[src/rtl/fp_align_shifter.sv]
// fp_align_shifter: alignment stage of the floating-point adder.
// Picks the larger-exponent operand as "big" and right-shifts the other
// mantissa iteratively. The shifted-out bits collapse into a guard/round/sticky
// tail so that the mantissa adder can round correctly.
// Optional build macro: ALIGN_COARSE_EN. When it is defined, the shifter
// moves 4 bits per cycle while at least 4 remain. The final result does not
// change, only the latency.
module fp_align_shifter #(
    parameter int MANT_W = 24,
    parameter int EXP_W  = 8
) (
    input  logic                clk,
    input  logic                rst_n,
    input  logic                i_in_valid,
    output logic                o_in_ready,
    input  logic [EXP_W-1:0]    i_exp_diff,
    input  logic                i_a_ge_b,
    input  logic [EXP_W-1:0]    i_exp_a,
    input  logic [EXP_W-1:0]    i_exp_b,
    input  logic [MANT_W-1:0]   i_man_a,
    input  logic [MANT_W-1:0]   i_man_b,
    output logic                o_out_valid,
    input  logic                i_out_ready,
    output logic [EXP_W-1:0]    o_exp_out,
    output logic [MANT_W-1:0]   o_man_big,
    output logic [MANT_W+2:0]   o_man_small,
    output logic                o_swapped
);

    // Width of the aligned mantissa including the G/R/S tail, and the counter
    // width needed to hold a saturated shift amount of SW.
    localparam int SW    = MANT_W + 3;
    localparam int CNT_W = $clog2(SW + 1);

    typedef enum logic [1:0] {
        S_IDLE,
        S_SHIFT,
        S_DONE
    } state_t;

    state_t             r_state;
    state_t             w_state_next;
    logic [CNT_W-1:0]   r_cnt;
    logic [CNT_W-1:0]   w_cnt_init;
    logic [CNT_W-1:0]   w_cnt_step;
    logic [SW-1:0]      r_man_small;
    logic [SW-1:0]      w_man_small_step;
    logic [EXP_W-1:0]   r_exp_out;
    logic [MANT_W-1:0]  r_man_big;
    logic               r_swapped;
    logic               r_out_valid;
    logic               w_accept;
    logic               w_shifting;

    assign o_in_ready  = (r_state == S_IDLE);
    assign w_accept    = (r_state == S_IDLE) && i_in_valid;
    assign w_shifting  = (r_state == S_SHIFT) && (r_cnt != '0);

    assign o_out_valid = r_out_valid;
    assign o_exp_out   = r_exp_out;
    assign o_man_big   = r_man_big;
    assign o_man_small = r_man_small;
    assign o_swapped   = r_swapped;

    // Any shift of SW or more leaves only sticky, so clamp the count there.
    always_comb begin
        w_cnt_init = CNT_W'(i_exp_diff);
        if (32'(i_exp_diff) >= 32'(SW)) begin
            w_cnt_init = CNT_W'(SW);
        end
    end

    // One shift step. Bits that fall off the bottom are ORed into the sticky
    // bit, so no information about a nonzero remainder is ever lost.
    always_comb begin
        w_man_small_step = {1'b0, r_man_small[SW-1:2], r_man_small[1] | r_man_small[0]};
        w_cnt_step       = r_cnt - CNT_W'(1);
`ifdef ALIGN_COARSE_EN
        if (r_cnt >= CNT_W'(4)) begin
            w_man_small_step = {4'b0000, r_man_small[SW-1:5], |r_man_small[4:0]};
            w_cnt_step       = r_cnt - CNT_W'(4);
        end
`endif
    end

    // State register.
    always_ff @(posedge clk or negedge rst_n) begin
        if (!rst_n) begin
            r_state <= S_IDLE;
        end else begin
            r_state <= w_state_next;
        end
    end

    // Next-state logic: accept, shift until the count drains, then hold the
    // result until the downstream stage takes it.
    always_comb begin
        w_state_next = r_state;
        case (r_state)
            S_IDLE: begin
                if (i_in_valid) begin
                    w_state_next = S_SHIFT;
                end
            end
            S_SHIFT: begin
                if (r_cnt == '0) begin
                    w_state_next = S_DONE;
                end
            end
            S_DONE: begin
                if (i_out_ready) begin
                    w_state_next = S_IDLE;
                end
            end
            default: begin
                w_state_next = S_IDLE;
            end
        endcase
    end

    // Datapath: capture the operands with swap on accept, then shift the small
    // mantissa each cycle while the count is nonzero.
    always_ff @(posedge clk or negedge rst_n) begin
        if (!rst_n) begin
            r_cnt       <= '0;
            r_man_small <= '0;
            r_man_big   <= '0;
            r_exp_out   <= '0;
            r_swapped   <= 1'b0;
        end else if (w_accept) begin
            r_cnt <= w_cnt_init;
            if (i_a_ge_b) begin
                r_man_big   <= i_man_a;
                r_man_small <= {i_man_b, 3'b000};
                r_exp_out   <= i_exp_a;
                r_swapped   <= 1'b0;
            end else begin
                r_man_big   <= i_man_b;
                r_man_small <= {i_man_a, 3'b000};
                r_exp_out   <= i_exp_b;
                r_swapped   <= 1'b1;
            end
        end else if (w_shifting) begin
            r_man_small <= w_man_small_step;
            r_cnt       <= w_cnt_step;
        end
    end

    // Result-valid flag. It is registered together with the DONE state so it
    // rises on the same edge the FSM enters DONE.
    always_ff @(posedge clk or negedge rst_n) begin
        if (!rst_n) begin
            r_out_valid <= 1'b0;
        end else begin
            r_out_valid <= (w_state_next == S_DONE);
        end
    end

endmodule

[config.mk]
export PLATFORM = sky130hd
export DESIGN_NAME = fp_align_shifter
export DESIGN_NICKNAME = d
export VERILOG_FILES = /design/src/rtl/fp_align_shifter.sv
export SDC_FILE = /design/constraint.sdc
export NUM_CORES = 1
export LEC_CHECK = 0
export CELL_PAD_IN_SITES_DETAIL_PLACEMENT = 0
export CELL_PAD_IN_SITES_GLOBAL_PLACEMENT = 1
export CORE_MARGIN = 2
export CORE_UTILIZATION = 29
export DETAILED_ROUTE_END_ITERATION = 6
export PLACE_DENSITY_LB_ADDON = 0.25
export SLEW_MARGIN = 20
export SYNTH_ARGS = -nofsm -noshare
export SYNTH_HDL_FRONTEND = slang
export SYNTH_SLANG_ARGS = --single-unit
[constraint.sdc]
create_clock -name clk -period 1.5 [get_ports clk]
set_input_delay 0.3 -clock clk [delete_from_list [all_inputs] [get_ports clk]]
set_output_delay 0.3 -clock clk [all_outputs]
set_load 0.005 [all_outputs]
==> impl_metrics.toml <==
[status]
status = "complete, but fails checks"
violations = "setup timing"

[die]
num_rows = 39
die_h_um = 112
die-width_um = 112
die_area_um2 = 12600
pin_count = 139
core_um2 = 11400
initial_core_util_pct = 29.8

[logic_synthesis]
async_flop_share_pct = 100
ys.flop_type = "dfrtp_1"
synth.avg_cell_area_um2 = 9.99
synth.ff_latch_count = 68
netlist_instances = 340
postSynthNetCount = 418
synth_edf_count = 0
synthTopCellsByArea = "dfrtp_1, mux2i_1, nand2_1"
ys_seq_area_share_pct = 50.1
yosysWarnings = 0
synth.distinct_cells = 28
synth_top_area_share_pct = 50.1
yosys.area.top_type = "dfrtp_1"
syn_area_um2 = 3400

[cells_and_area]
drive_gt1_share_pct = 25.5
diodes = 0
syn2layout_area_growth_pct = 81.1
final-seq-area_um2 = 1700
layout_commonest_cell = "clkdlybuf4s50_1"
fin_cells = 664
final_util_pct = 53.9
multi_input_area_um2 = 1860
final_cell_mix = "clkdlybuf4s50_1, dfrtp_1, mux2i_1"
finish.net_count = 594
fill_cells = 1069

[timing]
worst_pin_slew_ns = 0.467
whs_ns = 0.375
setup_viol = 2
fin_crit_ns = 1.51
hold_viol_final = 0
rsz0062_at_grt = "yes"
worst_slack_ns = -0.0108
slew_violations = 0
tns_ns = -0.0110
post-route-period-util_pct = 101
skew_ns = 0.00877
slew_headroom_pct = 68.6
fmax_mhz = 662

[power_and_ir_drop]
p_leak_nw = 2.91
p_per_area_nw_per_um2 = 1830
ir_drop_mv = 0.738
p_total_mw = 11.2

[place]
portBuffers = 138
dp_hpwl_um = 6800
place_congestion = 0.714
dp.cells = 614

[worst_setup_path]
crit_required_ns = 1.71
path_buf_inv = 2
criticalPathCategory = "flip-flop to flip-flop"
path_cells = "inv_2 -> ha_4 -> nor4b_4 -> nor2_4 -> buf_12 -> mux2i_1 -> nor2_1"
slowest_stage = "dfrtp_1"
startpoint_type = "flip-flop"
cp-end-kind = "flip-flop"
path_delay_family = "simple AND/OR/NAND/NOR gates"
critPathMaxStageDelay_ns = 0.37
arrival_ns = 1.72
cp_max_fo = 7

[clocking]
tritoncts = "yes"
clk_latency_ns = 0.32
htree_levels = 3
clkSinkCount = 68
cts.clk_slew.worst_paths_ns = 0.06
cts_root_buf = "clkbuf_16"
numCtsBuffers = 9
cts_max_path_buffers = 2

[routing]
drt-pass1-iter-count = 4
first_iter_violations = 94
wl_um = 11600
avgRoutedWirePerCell_um = 17.5
drc_errors = 0
viasPerCell = 4.97
ant_nets = 0
dr_total_vias = 3303

[hold_path]
hp-class = "input port to async pin"

[global_routing]
antenna_found_initial = 0
grt_max_degree = 69
first_global_vias = 3232
grt_overflow_total = 0
grt_usage_pct = 15.8
grt_pass1_wl_um = 16100

[flow_run]
maxCapViolations = 0
[final timing paths]
check / start / end / slack [ns] / depth (start not counted)
max: r_cnt[1]$_DFFE_PN0P_ / o_man_small[1]$_DFFE_PN0P_ / -0.01 / 7
min: rst_n / o_man_small[14]$_DFFE_PN0P_ / 0.37 / 2
max reg2reg: r_cnt[1]$_DFFE_PN0P_ / o_man_small[1]$_DFFE_PN0P_ / -0.01 / 7
min reg2reg: o_man_small[0]$_DFFE_PN0P_ / o_man_small[0]$_DFFE_PN0P_ / 0.50 / 2
max in group asynchronous: rst_n / o_man_big[7]$_DFFE_PN0P_ / 0.64 / 3
min in group clk: o_man_small[0]$_DFFE_PN0P_ / o_man_small[0]$_DFFE_PN0P_ / 0.50 / 2
[synthesized netlist by cell type, drive strengths merged (2+ instances only)]
master	number
a22o	2
nor3	2
mux2i	61
a21oi	38
o21ai	5
o221ai	23
dfrtp	68
inv	3
nand2b	2
nand2	54
clkbuf	5
nor2	42
nor4	2
buf	22
nor3b	2
[power by group]
part	total, mW	internal [mW]	switching (mW)	leakage (nW)
sequential	3.29	2.71	0.587	0.795
clock	2.43	1.62	0.808	0.161
combinational	5.52	3.07	2.45	1.95
[cell families after synthesis]
logic type / count (synthesis) / share of synthesized area, %
muxes: 61 / 18.0
adders and majority gates: 1 / 0.368
buffers and inverters: 30 / 4.38
and+or+nand+nor: 108 / 13.5
AOI/OAI and AO/OA: 71 / 13.4
xor gates and xnor gates: 1 / 0.258
DFF: 68 / 50.1
[state kept, by name, indices dropped and copies added, names as in the netlist]
name,count
o_swapped,1
o_man_small,27
o_out_valid,1
o_exp_out,8
r_state,2
o_man_big,24
r_cnt,5
[layout make-up]
| class | count | share of cell area (%) |
|---|---|---|
| clock buffer | 9 | 3.66 |
| clock inverter | 7 | 1.87 |
| inverter | 3 | 0.183 |
| multi-input combinational | 242 | 30.2 |
| sequential | 68 | 27.7 |
| tap | 143 | 2.91 |
| timing repair buffer | 192 | 33.5 |
[routing by layer]
metal  global-route usage (%)  share of wire (%)  up-vias
met5                        0                  0        -
met4                     3.50                1.1        0
met3                     5.02                4.9       10
met2                     27.3                 51       87
met1                     19.3                 43     1641
li1                         -                  -     1565
[per-stage QoR]
step	setup slack, ns	cell area, um2
floorplan	0.0109	3400
global placement	-0.125	5080
detailed placement	-0.145	5080
CTS	-0.0795	5670
global route	-0.111	6150
finish	-0.0108	6150
[what timing repair did]
action / CTS / global route
endpoints found under the setup margin: 44 / 86
cloned: 1 / 8
pin swaps: 3 / 10
hold buffers: 1 / 0
buffers inserted: 15 / 11
hold endpoints to repair: 13 / 0
gates resized for setup: 55 / 87
Note: power is estimated with default switching activity, not from simulation.
